==> src/rtl/rs_encoder_c1_pkg.sv <==
// rtl/rs_encoder_c1_pkg.sv - shared GF(256) / RS(n,k) constants and encoder state type
package rs_encoder_c1_pkg;

  localparam logic [7:0] GF_POLY = 8'h1D;
  localparam int         RS_NPAR = 4;

  // g(x) = (x+a^0)(x+a^1)(x+a^2)(x+a^3) = x^4 + 15x^3 + 54x^2 + 120x + 64
  localparam logic [7:0] RS_G3 = 8'd15;
  localparam logic [7:0] RS_G2 = 8'd54;
  localparam logic [7:0] RS_G1 = 8'd120;
  localparam logic [7:0] RS_G0 = 8'd64;

  typedef enum logic {
    MSG = 1'b0,
    PAR = 1'b1
  } rs_state_e;

endpackage

==> src/rtl/gf256_mult.sv <==
// rtl/gf256_mult.sv - combinational GF(256) multiplier, field polynomial 0x11D
module gf256_mult
  import rs_encoder_c1_pkg::*;
(
  input  logic [7:0] a_i,
  input  logic [7:0] b_i,
  output logic [7:0] p_o
);

  logic [7:0] acc;
  logic [7:0] sh;

  // Shift-and-add; each shift of a is a multiply by alpha with reduction.
  always_comb begin
    acc = '0;
    sh  = a_i;
    for (int i = 0; i < 8; i++) begin
      if (b_i[i]) acc = acc ^ sh;
      sh = {sh[6:0], 1'b0} ^ (sh[7] ? GF_POLY : 8'h00);
    end
    p_o = acc;
  end

endmodule

==> src/rtl/rs_encoder_c1.sv <==
// rtl/rs_encoder_c1.sv - systematic RS(K+4,K) encoder over GF(256), message pass-through then 4 parity
module rs_encoder_c1
  import rs_encoder_c1_pkg::*;
#(
  parameter int K = 28
) (
  input  logic       i_clk,
  input  logic       i_rst,
  input  logic [7:0] i_data,
  input  logic       i_valid,
  output logic       o_ready,
  output logic [7:0] o_data,
  output logic       o_valid,
  input  logic       i_ready,
  output logic       o_last
);

  localparam int CNT_W = $clog2((K > RS_NPAR) ? K : RS_NPAR);

  rs_state_e               state_q, state_d;
  logic [CNT_W-1:0]        cnt_q, cnt_d;
  logic [RS_NPAR-1:0][7:0] par_q, par_d;
  logic [7:0]              fb;
  logic [RS_NPAR-1:0][7:0] prod;

  assign fb = i_data ^ par_q[3];

  gf256_mult u_mul0 (.a_i(fb), .b_i(RS_G0), .p_o(prod[0]));
  gf256_mult u_mul1 (.a_i(fb), .b_i(RS_G1), .p_o(prod[1]));
  gf256_mult u_mul2 (.a_i(fb), .b_i(RS_G2), .p_o(prod[2]));
  gf256_mult u_mul3 (.a_i(fb), .b_i(RS_G3), .p_o(prod[3]));

  always_comb begin
    state_d = state_q;
    cnt_d   = cnt_q;
    par_d   = par_q;
    o_data  = i_data;
    o_valid = i_valid;
    o_ready = i_ready;
    o_last  = 1'b0;
    unique case (state_q)
      MSG: begin
        if (i_valid && i_ready) begin
          par_d[3] = par_q[2] ^ prod[3];
          par_d[2] = par_q[1] ^ prod[2];
          par_d[1] = par_q[0] ^ prod[1];
          par_d[0] = prod[0];
          if (cnt_q == CNT_W'(K - 1)) begin
            cnt_d   = '0;
            state_d = PAR;
          end else begin
            cnt_d = cnt_q + 1'b1;
          end
        end
      end
      PAR: begin
        o_ready = 1'b0;
        o_valid = 1'b1;
        o_data  = par_q[3];
        o_last  = (cnt_q == CNT_W'(RS_NPAR - 1));
        // Shifting zeros in leaves the register clean for the next codeword.
        if (i_ready) begin
          par_d = {par_q[2:0], 8'h00};
          if (cnt_q == CNT_W'(RS_NPAR - 1)) begin
            cnt_d   = '0;
            state_d = MSG;
          end else begin
            cnt_d = cnt_q + 1'b1;
          end
        end
      end
      default: state_d = MSG;
    endcase
  end

  always_ff @(posedge i_clk or posedge i_rst) begin
    if (i_rst) begin
      state_q <= MSG;
      cnt_q   <= '0;
      par_q   <= '0;
    end else begin
      state_q <= state_d;
      cnt_q   <= cnt_d;
      par_q   <= par_d;
    end
  end

endmodule

==> config.mk <==
export PLATFORM = sky130hd
export DESIGN_NAME = rs_encoder_c1
export DESIGN_NICKNAME = d
export VERILOG_FILES = /design/src/rtl/rs_encoder_c1_pkg.sv /design/src/rtl/gf256_mult.sv /design/src/rtl/rs_encoder_c1.sv
export SDC_FILE = /design/constraint.sdc
export NUM_CORES = 1
export LEC_CHECK = 0
export CORE_UTILIZATION = 58
export CTS_CLUSTER_DIAMETER = 30
export DETAILED_ROUTE_END_ITERATION = 10
export MAX_ROUTING_LAYER = met4
export PLACE_DENSITY = 0.8
export SYNTH_ARGS = -nofsm -noshare
export SYNTH_HDL_FRONTEND = slang
export SYNTH_SLANG_ARGS = --single-unit
==> constraint.sdc <==
create_clock -name i_clk -period 2.2 [get_ports i_clk]
set_input_delay 0.44 -clock i_clk [delete_from_list [all_inputs] [get_ports i_clk]]
set_output_delay 0.44 -clock i_clk [all_outputs]
set_load 0.005 [all_outputs]
==> summary.md, run 1 <==
| Metric | Value |
|---|---|
| Status | `finished clean` |
| Layout cells sized above 1 | `0.228` |
| Final setup skew | `0.00731 ns` |
| Setup violations, final | `0` |
| Rel. slew slack | `0.669` |
| Root buffer cell | `clkbuf_8` |
| Cells after Synth | `271` |
| GRT Total Usage | `0.256` |
| Finished layout cell area | `~3400 um2` |
| Area leader, netlist | `dfrtp_1` |
| DP Area | `roughly 3200 um2` |
| Final Hold Fails | `0` |
| Fillcell total | `between 200 and 300` |
| Synth top area share | `0.355` |
| GRT overflow | `0` |
| CTS clk-pin slew, worst paths | `~0.070 ns` |
| Sequential cell area | `around 950 um2` |
| Tcrit/Tclk final | `0.974` |
| Crit Path Category | `input pin to output port` |
| Least-Margin Pin Slew | `roughly 0.50 ns` |
| #FFs+latches synth | `38` |
| Routing usage on met3 | `0.0476` |
| Post-Synth Simple-Gate Area | `0.149` |
| Starting density of the core | `0.611` |
| CTS Sinks | `38` |
| Footprint of the multi-input gates | `around 1700 um2` |
| Post-Syn Nets | `about 280` |
| XOR/XNOR Fraction of Synth Area | `0.311` |
| DR pass1 iterations | `4` |
| Top cells by area, synth | `dfrtp_1, xnor2_1, xnor2_4` |
| Most Used Layer, Global Route | `met2` |
| Largest family of logic cells by synthesized area | `XOR/XNOR gates` |
| N_diodes | `0` |
| Avg WL per Cell | `15.1 um` |
| Met1 Track Usage GR | `0.325` |
| # hold bufs at CTS | `0` |
| Post-route DRC | `0` |
| Die footprint | `4890 um2` |
| Post-synthesis mux area share | `0.0453` |
| Total CTS buffers | `5` |
| PnR worst setup slack | `about 0.057 ns` |
| Grt met2 use | `0.423` |
| Highest clock rate | `467 MHz` |
| FP Rows | `24` |
| CP Launch Type | `input pin` |
| Slew Limit Fails | `0` |
| Height of the die | `between 60 and 70 um` |
| Synth Warn # | `0` |
| Worst slack, placed | `-0.296 ns` |
| CP required | `1.76 ns` |
| Seq/Total Area, Yosys | `0.355` |
| Average instance area after synthesis | `between 9 and 10 um2` |
| Fin Setup TNS | `0 ns` |
| Library cells used by synthesis | `41` |
| Post-Synth Adder-Cell Area | `0.00467` |
| CP Max Fanout | `2` |
| IO Port Bufs | `22` |
| Util after Layout | `0.766` |
| RSZ-0062 raised after global routing | `true` |
| Max-cap viol count | `0` |
| Placer Congestion | `between 0.8 and 0.9` |
| Synthesized cell area | `between 2000 and 3000 um2` |
| Initial antenna violation count | `0` |
| Worst hold path class | `flop to flop` |
| Clock Tree Buf Depth | `2` |
| Critical Path Sink Type | `output port` |
| H-tree levels | `2` |
| Worst EP arrival | `around 1.7 ns` |
| Core ar. | `approximately 4400 um2` |
| Largest net degree at the start of global routing | `39` |
| Antenna-violating nets left | `0` |
| Tmin final | `2.14 ns` |
| Synth Area in Compound Gates | `0.108` |
| P&R area growth vs syn | `25.3%` |
| Initial DRC count | `56` |
| Vias | `approximately 2000` |
| Vias/cell | `5.43` |
| Global-route wire length before repair | `between 9000 and 10000 um` |
| Final WL | `5690 um` |
| Die width | `about 70 um` |
| IO Pins | `23` |
| Clk_lat worst skew | `0.30 ns` |
| Vias in the first global route | `2023` |
| Post-DP HPWL | `approximately 4000 um` |
| CTS tree | `yes` |
| Final net count | `336` |
## flip-flops by register name, indices dropped and copies added (netlist names)
signal / count
cnt_q: 5
par_q: 32
state_q: 1
## repair_timing
item                                    4_1_cts  5_1_grt
pin swaps                                     0        7
buffers inserted                              1        3
endpoints found under the setup margin       10       11
resized for setup                             3        7
## cell usage after synthesis
cell	count
nor2_1	16
nand2b_1	4
o21ai_1	4
o22ai_1	1
nand2_1	33
nand4_1	1
o21a_1	1
o31a_1	1
mux2_2	8
a21o_1	2
or3_1	7
clkbuf_1	13
xnor2_1	52
or2_2	1
xor3_1	1
dfrtp_1	38
buf_1	2
xnor3_1	2
nor2b_1	2
o21ai_0	21
a22o_1	3
nor4b_1	1
nor2_2	1
mux2i_1	2
nor3_1	3
nor3b_1	2
xnor2_2	6
nand3_1	13
xor2_1	2
a41o_1	1
xnor2_4	7
o2111ai_1	1
and2_1	2
a21oi_1	3
a211oi_2	1
ha_1	1
inv_1	4
a221o_1	1
a211oi_1	1
a22oi_1	5
mux2_1	1
## placed cells by master, fill, tap and decap left out, types with 3 or more instances in the layout
| cell | n |
|---|---|
| mux2_2 | 8 |
| nor3_1 | 3 |
| xnor2_1 | 51 |
| inv_1 | 4 |
| nand3_1 | 13 |
| o21ai_1 | 4 |
| xnor2_2 | 6 |
| xnor2_4 | 8 |
| nand2b_1 | 4 |
| nor2_1 | 16 |
| dlymetal6s2s_1 | 3 |
| dfrtp_1 | 37 |
| a22oi_1 | 5 |
| or3_1 | 7 |
| a22o_1 | 3 |
| buf_4 | 36 |
| clkbuf_8 | 5 |
| o21ai_0 | 21 |
| nand2_1 | 33 |
| clkdlybuf4s50_1 | 17 |
## critical path: stages
cell and delay [ns]:
clkdlybuf4s50_1 0.58, mux2_2 0.19, clkdlybuf4s50_1 0.50
## routing by layer
layer / wire length, um / vias to the layer above
li1: - / 1018
met1: 2580 / 987
met2: 2860 / 30
met3: 178 / 6
met4: 68 / 0
met5: 0 / -
## stage by stage
step / std cells / hold WS [ns]
floorplan: 271 / 0.448
global placement: 364 / 0.467
detailed placement: 364 / 0.484
CTS: 373 / 0.494
global route: 376 / 0.508
finish: 376 / 0.490
## cell type report
cell class                      instances  area share
Clock inverter                          3      0.0119
Clock buffer                            5      0.0205
Tap cell                               52      0.0194
Sequential cell                        38       0.284
Timing Repair Buffer                   60       0.160
Multi-Input combinational cell        214       0.501
Inverter                                4     0.00447
## cell families (layout without fill, tap and decap cells)
logic type,count (synthesis),in the layout
AO/OA/AOI/OAI,46,46
XOR/XNOR,70,70
adder cells (fa/ha/maj),1,1
buffers and inverters,19,72
flip-flops,38,38
multiplexers,11,11
AND/OR/NAND/NOR,86,86
## path summary, 6_finish.rpt
path / slack, ns / to / cells past startpoint / startpoint
worst max-delay path: 0.06 / o_data[4] / 3 / i_data[4]
worst min-delay path: 0.49 / par_q[28] / 1 / par_q[20]
worst max register to register: 0.24 / par_q[13] / 7 / par_q[27]
worst min register to register: 0.49 / par_q[28] / 1 / par_q[20]
max in group asynchronous: 1.28 / state_q / 3 / i_rst
min in group asynchronous: 0.55 / par_q[23] / 3 / i_rst
Power of run 1 is left out: the tool's default activity adds up to more than one toggle a clock period on the data nets, which glitch-free logic cannot reach.
==> run 2: changes to the inputs <==
Settings changed: CORE_MARGIN set to 2.
==> run 2 against run 1 <==
Non-clock buffer count up 3. Highest routed layer unchanged. The flow now finishes with violations (negative setup slack). Core utilization up 0.95 points. Critical endpoint is now o_data[5]. Critical path type unchanged. Global-route usage up 0.51 points. Hold slack worse by 0.0075 ns. Worst setup slack worse by 0.084 ns. Register-to-register slack worse by 0.09 ns. Cell count up 0.80%. Wire length up 15%.
==> summary.md, run 2 (synthesis gave the netlist of run 1 again) <==
| Metric | Value |
|---|---|
| Slew Limit Fails | `0` |
| Largest net degree at the start of global routing | `between 40 and 50` |
| Final WL | `6520 um` |
| Die width | `between 70 and 80 um` |
| Vias | `2140` |
| Commonest non-fill, non-tap cell in the layout | `xnor2_1` |
| DP Cell Count | `~360` |
| Avg WL per Cell | `17.2 um` |
| Highest clock rate | `449 MHz` |
| CTS Sinks | `38` |
| Tcrit/Tclk final | `1.01` |
| FP Rows | `24` |
| Final setup skew | `0.00591 ns` |
| Rel. slew slack | `0.664` |
| Height of the die | `72.0 um` |
| Placer Congestion | `0.859` |
| Initial DRC count | `172` |
| Biggest registers after layout | `par_q x32, cnt_q x5, state_q x1` |
| DP Area | `~3200 um2` |
| Final Hold Fails | `0` |
| Max-cap viol count | `0` |
| Worst R2R Setup Slack | `around 0.15 ns` |
| Layout cells sized above 1 | `0.245` |
| Post-route DRC | `0` |
| CTS tree | `yes` |
| Post-DP HPWL | `between 4000 and 5000 um` |
| Hold_ws | `~0.48 ns` |
| Util after Layout | `0.775` |
| Failing checks | `negative setup slack` |
| Total CTS buffers | `5` |
| Status | `complete, but fails checks` |
| # hold bufs at CTS | `0` |
| Finished layout cell area | `approximately 3400 um2` |
| Setup violations, final | `2` |
| Vias in the first global route | `about 2000` |
| RSZ-0062 raised after global routing | `true` |
| IO Pins | `23` |
| Vias/cell | `around 5.6` |
| Global-route wire length before repair | `about 10000 um` |
| H-tree levels | `2` |
| N_diodes | `0` |
| Core ar. | `~4400 um2` |
| CP Max Fanout | `2` |
| GRT overflow | `0` |
| Die footprint | `5180 um2` |
| PnR worst setup slack | `-0.0276 ns` |
| Critical Path Sink Type | `output port` |
| Biggest register | `par_q` |
| Tmin final | `about 2.2 ns` |
| Antenna-violating nets left | `0` |
| Crit Path Category | `input pin to output port` |
| DR pass1 iterations | `4` |
| CTS clk-pin slew, worst paths | `~0.080 ns` |
| CP required | `1.76 ns` |
| CP Launch Type | `input pin` |
| Clk_lat worst skew | `~0.3 ns` |
| Non-filler instance count after layout | `roughly 380` |
| Starting density of the core | `0.607` |
| IO Port Bufs | `22` |
| Most frequent cells in the layout | `xnor2_1, buf_4, dfrtp_1, nand2_1, o21ai_0` |
| Least-Margin Pin Slew | `0.505 ns` |
| Initial antenna violation count | `0` |
| Worst EP arrival | `~1.8 ns` |
| P&R area growth vs syn | `27.7%` |
| GRT Total Usage | `0.261` |
| Root buffer cell | `clkbuf_8` |
| Final net count | `339` |
| Number of flip-flops in the largest register | `32` |
| Clock Tree Buf Depth | `2` |
| Worst hold path class | `flop to flop` |
run 2: metrics by stage:
stage	setup slack (ns)	TNS (ns)
finish	-0.0276	-0.0452
global route	-0.0476	-0.137
CTS	0.00842	0
detailed placement	-0.282	-3.54
global placement	-0.220	-2.78
floorplan	0.242	0
run 2: layout make-up:
cell class                      count  area [um2]
Inverter                            4        15.0
Clock buffer                        8         110
Multi-Input combinational cell    214        1720
Fill cell                         267         992
Sequential cell                    38         952
Tap cell                           52        65.1
Timing Repair Buffer               63         559
run 2: metal layers:
metal	wire (um)	track usage	vias to the layer above
met4	152	0.0922	0
met5	0	-	-
li1	-	-	1020
met3	298	0.0403	12
met2	3190	0.417	65
met1	2880	0.342	1043
run 2: path summary, 6_finish.rpt:
| kind | startpoint | to | depth (start not counted) |
|---|---|---|---|
| setup / recovery | i_data[5] | o_data[5] | 3 |
| hold / removal | par_q[20] | par_q[28] | 1 |
| setup reg to reg | par_q[26] | par_q[14] | 7 |
| hold reg to reg | par_q[20] | par_q[28] | 1 |
| max in group asynchronous | i_rst | state_q | 3 |
| min in group asynchronous | i_rst | par_q[16] | 3 |
run 2: worst max-delay path: stages:
cell and delay (ns):
clkdlybuf4s50_1 0.59, mux2_2 0.22, clkdlybuf4s50_1 0.54
run 2: timing repair:
action | 4_1_cts | 5_1_grt
endpoints found under the setup margin | 8 | 13
pin swaps | 0 | 7
buffers inserted | 0 | 9
hold endpoints to repair | 0 | 0
gates resized for setup | 3 | 11
Power of run 2 is left out for the same reason.
